File: config.mk
export PLATFORM = sky130hd
export DESIGN_NAME = mem_bus_if
export DESIGN_NICKNAME = d
export VERILOG_FILES = /design/src/rtl/mem_bus_if_pkg.sv /design/src/rtl/mem_bus_if.sv
export SDC_FILE = /design/constraint.sdc
export NUM_CORES = 1
export LEC_CHECK = 0
export BUFFER_PORTS_ARGS = -buffer_cell sky130_fd_sc_hd__buf_2
export CORE_ASPECT_RATIO = 1.1
export CORE_UTILIZATION = 40
export CTS_BUF_LIST = sky130_fd_sc_hd__clkbuf_4 sky130_fd_sc_hd__clkbuf_8
export DETAILED_ROUTE_END_ITERATION = 8
export GPL_TIMING_DRIVEN = 0
export PLACE_DENSITY_LB_ADDON = 0.15
export SYNTH_ARGS = -nofsm -noshare
export SYNTH_HDL_FRONTEND = slang
export SYNTH_SLANG_ARGS = --single-unit
File: constraint.sdc
create_clock -name clk -period 1.93 [get_ports clk]
set_clock_uncertainty 0.2 [all_clocks]
set_input_delay 0.193 -clock clk [delete_from_list [all_inputs] [get_ports clk]]
set_output_delay 0.193 -clock clk [all_outputs]
set_load 0.05 [all_outputs]
File: src/rtl/mem_bus_if_pkg.sv
// Shared definitions for the CPU-to-Wishbone memory bus interface.
// Holds the bus widths, state encodings and default timeout.
package mem_bus_if_pkg;

  localparam int unsigned RegBus         = 32;
  localparam int unsigned SelW           = 4;
  localparam int unsigned StallW         = 6;
  localparam int unsigned TimeoutDefault = 255;

  typedef enum logic [1:0] {
    StIdle      = 2'd0,
    StBusy      = 2'd1,
    StWaitStall = 2'd2
  } state_e;

endpackage

File: src/rtl/mem_bus_if.sv
// Bridges one core ram port onto a Wishbone master with a bus timeout.
// Read data is held in rd_buf while the pipeline is still stalled after the ack.
module mem_bus_if
  import mem_bus_if_pkg::*;
#(
  parameter int unsigned TIMEOUT   = TimeoutDefault,
  parameter int unsigned STALL_BIT = 4
) (
  input  logic              clk,
  input  logic              rst,
  input  logic [StallW-1:0] stall_i,
  input  logic              flush_i,
  input  logic              cpu_ce_i,
  input  logic              cpu_we_i,
  input  logic [RegBus-1:0] cpu_addr_i,
  input  logic [SelW-1:0]   cpu_sel_i,
  input  logic [RegBus-1:0] cpu_data_i,
  output logic [RegBus-1:0] cpu_data_o,
  output logic              stall_req_o,
  output logic              err_o,
  output logic [RegBus-1:0] wb_adr_o,
  output logic [RegBus-1:0] wb_dat_o,
  input  logic [RegBus-1:0] wb_dat_i,
  output logic              wb_we_o,
  output logic [SelW-1:0]   wb_sel_o,
  output logic              wb_stb_o,
  output logic              wb_cyc_o,
  input  logic              wb_ack_i
);

  localparam logic [7:0] CntLast = 8'(TIMEOUT - 1);

  state_e            state_q, state_d;
  logic [7:0]        cnt_q, cnt_d;
  logic [RegBus-1:0] rd_buf_q, rd_buf_d;
  logic [RegBus-1:0] adr_q, adr_d;
  logic [RegBus-1:0] dat_q, dat_d;
  logic              we_q, we_d;
  logic [SelW-1:0]   sel_q, sel_d;
  logic              cyc_q, cyc_d;
  logic [RegBus-1:0] cpu_data;
  logic              stall_req;
  logic              err;
  logic              stall_me;

  assign stall_me = stall_i[STALL_BIT];

  always_comb begin
    state_d   = state_q;
    cnt_d     = cnt_q;
    rd_buf_d  = rd_buf_q;
    adr_d     = adr_q;
    dat_d     = dat_q;
    we_d      = we_q;
    sel_d     = sel_q;
    cyc_d     = cyc_q;
    cpu_data  = '0;
    stall_req = 1'b0;
    err       = 1'b0;
    unique case (state_q)
      StIdle: begin
        if (cpu_ce_i && !flush_i) begin
          stall_req = 1'b1;
          adr_d     = cpu_addr_i;
          dat_d     = cpu_data_i;
          we_d      = cpu_we_i;
          sel_d     = cpu_sel_i;
          cyc_d     = 1'b1;
          cnt_d     = '0;
          state_d   = StBusy;
        end
      end
      StBusy: begin
        // Priority: flush over ack over timeout.
        if (flush_i) begin
          cyc_d    = 1'b0;
          we_d     = 1'b0;
          sel_d    = '0;
          rd_buf_d = '0;
          state_d  = StIdle;
        end else if (wb_ack_i) begin
          cpu_data = wb_dat_i;
          rd_buf_d = we_q ? '0 : wb_dat_i;
          cyc_d    = 1'b0;
          we_d     = 1'b0;
          sel_d    = '0;
          state_d  = stall_me ? StWaitStall : StIdle;
        end else if (cnt_q == CntLast) begin
          err      = 1'b1;
          cyc_d    = 1'b0;
          we_d     = 1'b0;
          sel_d    = '0;
          rd_buf_d = '0;
          state_d  = StIdle;
        end else begin
          stall_req = 1'b1;
          if (cnt_q != 8'hFF) cnt_d = cnt_q + 8'd1;
        end
      end
      StWaitStall: begin
        cpu_data = rd_buf_q;
        if (flush_i) begin
          rd_buf_d = '0;
          state_d  = StIdle;
        end else if (!stall_me) begin
          state_d = StIdle;
        end
      end
      default: state_d = StIdle;
    endcase
  end

  // Outputs read zero while reset is held, even with a request pending.
  assign cpu_data_o  = rst ? cpu_data : '0;
  assign stall_req_o = rst & stall_req;
  assign err_o       = rst & err;

  assign wb_adr_o = adr_q;
  assign wb_dat_o = dat_q;
  assign wb_we_o  = we_q;
  assign wb_sel_o = sel_q;
  assign wb_cyc_o = cyc_q;
  assign wb_stb_o = cyc_q;

  always_ff @(posedge clk or negedge rst) begin
    if (!rst) begin
      state_q  <= StIdle;
      cnt_q    <= '0;
      rd_buf_q <= '0;
      adr_q    <= '0;
      dat_q    <= '0;
      we_q     <= 1'b0;
      sel_q    <= '0;
      cyc_q    <= 1'b0;
    end else begin
      state_q  <= state_d;
      cnt_q    <= cnt_d;
      rd_buf_q <= rd_buf_d;
      adr_q    <= adr_d;
      dat_q    <= dat_d;
      we_q     <= we_d;
      sel_q    <= sel_d;
      cyc_q    <= cyc_d;
    end
  end

endmodule

### Word level (Yosys, flattened, before mapping)

Cells that the tools add are included.

* register bits after elaboration: 112
* input port bits: 112
* output and inout bits: 105
* word-level logic and storage cells: 78

* $add $sub $neg: 1
* equality and inequality tests: 12
* multiplexer cells: 45
* bitwise gates (word level): 2
* reduce and logical (&&, ||, !) cells: 10

Operator list (number)
* $mux 32: 8
* $pmux 32 s2: 2
* $mux 8: 5
* $mux 4: 4
* $pmux 8 s2: 1
* $mux 2: 7
* $mux 1: 13
* $ne 2x2->1 const B: 6
* $reduce_and 3->1: 3
* $add 8x1->8 const B: 1
* $eq 8x8->1 const B: 1
* $ne 8x8->1 const B: 1
* $pmux 4 s2: 1
* $pmux 1 s2: 3
* $pmux 2 s3: 1
* $reduce_and 6->1: 1
* $ne 4x4->1 const B: 1
* $reduce_bool 2->1: 2
* $ne 3x3->1 const B: 1
* $and 1x1->1: 2
* $eq 2x1->1 const B: 1
* $eq 2x2->1 const B: 1
* $logic_not 2->1: 1
* $reduce_and 2->1: 1
* 2 further kinds: 2

### Depth between registers and ports, before layout

* word-level depth: 6
* mapped depth: 8
* depth with buffers taken out: 6

### Worst setup path before layout

No wires, ideal clock.

* path kind: register -> output
* start: register state_q[1]
* end: output port err_o
* data arrival time: 2507 ps
* required time: 1537 ps
* slack: -970 ps
* stages on the path, launching flop included: 6
* buffers on the path: 0
* cells stage by stage: dfrtp_1 > inv_1 > ha_1 > nor3b_2 > nand2_1 > nor4_1

* cells in the longest elaborated chain, start to end: 3

Ends and longest elaborated chain
* start, declared: RTL line mem_bus_if.sv:33 `state_e state_q, state_d;`
* start signal, assigned: RTL line mem_bus_if.sv:127 `state_q <= StIdle;`
* start signal, assigned: RTL line mem_bus_if.sv:136 `state_q <= state_d;`
* $eq 2x1->1: RTL line mem_bus_if.sv:60 `unique case (state_q)`
* $mux 1: RTL line mem_bus_if.sv:60
* $and 1x1->1: RTL line mem_bus_if.sv:116 `assign err_o = rst & err;`
* end, declared: RTL line mem_bus_if.sv:20 `output logic err_o,`

Every way passes these cells.

### Final worst setup path

* start: register state_q[1]
* end: output port cpu_data_o[9]

* cells in the longest elaborated chain, start to end: 3
* elaborated cells on any way between the ends: 4
* classes of those cells: eq/ne (2); mux (2)

Ends and longest elaborated chain
* $eq 2x2->1 or $eq 2x1->1 (tied branches): RTL line mem_bus_if.sv:60
* $pmux 32 s2 (*): RTL line mem_bus_if.sv:60
* $mux 32 (*): RTL line mem_bus_if.sv:114 `assign cpu_data_o = rst ? cpu_data : '0;`
* end, declared: RTL line mem_bus_if.sv:18 `output logic [RegBus-1:0] cpu_data_o,`

Mark *: on every way between the ends. The rest lies on a longest branch, timed or not.

==> run summary <==
Outcome -> finished with violations
Failing checks -> hold timing, setup timing
Seq/Total Area, Yosys -> 0.568
Final global-route overflow total -> 0
Initial antenna violation count -> 0
Synth async-reset ratio -> 1.00
Root buffer cell -> clkbuf_8
Largest net degree at the start of global routing -> 67
Area grow syn2layout -> 92.8%
Main synth FF type -> dfrtp_1
Average cell area after synthesis -> 12.7 um2
Tot Pwr -> 0.0145 W
Slew Limit Fails -> 0
Hold-fix buffers at CTS -> 110
Drt first pass iters -> 4
Ports -> 217
Post-Synth XOR/XNOR Area -> 0
CP max stage delay -> 0.41 ns
Clock latency on the worst-skew pair -> 0.38 ns
Vias per cell -> 5.26
Clock sinks -> 112
Vias in the first global route -> 4951
Fin worst setup slack -> -0.384 ns
Post-synth top cells -> dfrtp_1, mux2_2, a22o_1
Crit-path cells -> inv_2 -> ha_4 -> and3_4 -> buf_12 -> clkbuf_16 -> a22oi_2 -> nor2_4 -> buf_6
CTS tree -> built
Relative slew slack -> 0.305
CP Class -> reg2out
Worst setup SP type -> flop
Site Rows -> 42
Setup violators final -> 104
Die height -> 118 um
Synth Area in Compound Gates -> 0.164
Worst hold path class -> in2async
Total track usage -> 0.256
CP arrival -> 1.92 ns
Via count -> 4894
Most common cell in the netlist -> dfrtp_1
Crit. End Element -> primary output
FF+latch count, synth -> 112
Die Area -> 0.0128 mm2
Initial drt markers -> 160
Crit-path slowest cell -> dfrtp_1
Tmin final -> 2.31 ns
Inserted Diodes -> 0
H-tree depth -> 3
Mux contribution to synthesized area -> 0.148
CP Max Fanout -> 6
Leakage -> 4.40 nW
Post-Synth Simple-Gate Area -> 0.0718
Layout net count -> 890
First-pass GRT wire length -> 25100 um
Synth top area cells -> dfrtp_1, mux2_2, a22o_1, a22oi_1, nor2_1
Clock buffer depth -> 2
Power per Cell Area -> 1520 mW/mm2
R2R cell count -> 10
Storage cell area -> 0.00280 mm2
Filler cell count in the final layout -> 715
Slew @ Worst Pin -> 1.04 ns
Fin crit share -> 1.20
CTS clk-pin slew, worst paths -> 0.11 ns
Gp weighted congestion -> 0.856
Post-synth top area share -> 0.568
Distinct cells, synth -> 40
TritonCTS Buffers -> 9
Hpwl dp -> 9300 um
Routed WL per cell -> 19.1 um
Max cap viols -> 0
Synth Instances -> 388
Leading area contributor after synthesis -> dfrtp_1
Synth Area in Adders -> 0.0152
Antenna Violating Nets Remaining -> 0
RSZ-0062 raised after global routing -> true
Req. time, crit path -> 1.54 ns
Core area -> 0.0120 mm2
Initial Utilization -> 0.410
Yosys Warn Count -> 0
Die width -> 108 um
Area of the multi-input gates -> 0.00264 mm2
Syn Std Cell Area -> 0.00493 mm2
PortBufs -> 211
Largest family of logic cells by synthesized area -> compound AO/OA/AOI/OAI gates
Hold Fails Final Rpt -> 61
Design area -> 0.00952 mm2
Max Clk Rate -> 0.432 GHz
Syn Nets -> 506
WL final -> 17800 um
Placed inst area -> 0.00656 mm2
Final hold slack -> -0.0717 ns
Number of synthesized flops with an enable pin -> 0
Share of post-route cells with drive strength above 1 -> 0.609
IR drop worst, VDD -> 908 uV
DRC Markers -> 0
[critical path, delay by kind of cell (launching register included)]
kind                       cells  cell delay, ns
AOI/OAI and AO/OA              1            0.07
DFF                            1            0.41
adders and majority gates      1            0.16
buffers and inverters          4            0.58
and+or+nand+nor                2            0.32
[routing by layer]
layer / vias up / GRT usage / part of all wire
met2: 170 / 0.462 / 0.53
met4: 0 / 0.103 / 0.032
met3: 50 / 0.0397 / 0.042
met1: 2457 / 0.297 / 0.40
met5: - / 0 / 0
li1: 2217 / - / -
[kinds of logic (layout without fill, tap and decap cells)]
logic type | Yosys count | in the layout
muxes | 65 | 65
buffers and inverters | 35 | 424
AOI/OAI and AO/OA | 98 | 98
adders and majority gates | 6 | 6
and+or+nand+nor | 72 | 72
DFF | 112 | 112
[path summary, 6_finish.rpt]
check / startpoint / end / slack, ns
worst max-delay path: state_q[1] / cpu_data_o[9] / -0.38
max in group asynchronous: rst / wb_we_o / 0.26
worst min register to register: wb_adr_o[14] / wb_adr_o[14] / 0.31
worst min-delay path: rst / rd_buf_q[3] / -0.07
min in group clk: stall_i[4] / state_q[1] / 0.04
worst max register to register: state_q[0] / cnt_q[5] / -0.36
[cells in the final DEF, fill, tap and decap left out, types with 3 or more instances in the layout]
master / count
a22o_1: 45
a22oi_2: 31
buf_12: 11
buf_16: 3
buf_2: 177
buf_4: 23
buf_6: 45
buf_8: 23
bufinv_16: 3
clkbuf_16: 12
clkbuf_8: 13
dfrtp_1: 112
dlygate4sd3_1: 103
ha_4: 3
inv_2: 4
mux2_2: 44
mux2_4: 20
nand2_1: 9
nand2_4: 3
nand2b_1: 3
nand3_1: 3
nand3_2: 4
nor2_4: 32
[timing repair]
item / CTS / global route
pin swaps: 68 / 16
setup buffers: 33 / 8
gates resized for setup: 207 / 53
endpoints found under the hold margin: 213 / 61
cloned: 9 / 6
endpoints found under the setup margin: 131 / 141
[through the flow]
stage                     setup slack, ns  setup TNS [ns]  utilization  cells
final                              -0.384          -21.89        0.791    931
after global placement              -2.12         -183.52        0.542    753
after global routing               -0.448          -28.30        0.791    931
after floorplan                   -0.0364         -0.0830            -    388
after detailed placement           -0.436          -28.15        0.545    754
after CTS                          -0.368          -24.04        0.762    920
[where the power goes]
part	switching [W]	internal [W]
registers	0.000752	0.00341
clock network	0.000844	0.000902
logic	0.00521	0.00335
[area by class of cell]
cell class,instances,area share
timing repair buffer,375,0.333
clock inverter,6,0.0120
tap,154,0.0202
clock buffer,10,0.0145
buffer,27,0.0455
sequential,112,0.295
inverter,6,0.00316
multi-input combinational,241,0.277
[flip-flops by register name (all words and copies together) (netlist names)]
name,count
wb_sel_o,4
wb_adr_o,32
rd_buf_q,32
state_q,2
wb_we_o,1
wb_dat_o,32
wb_cyc_o,1
cnt_q,8
No activity file was read; power rests on OpenSTA's default activity.
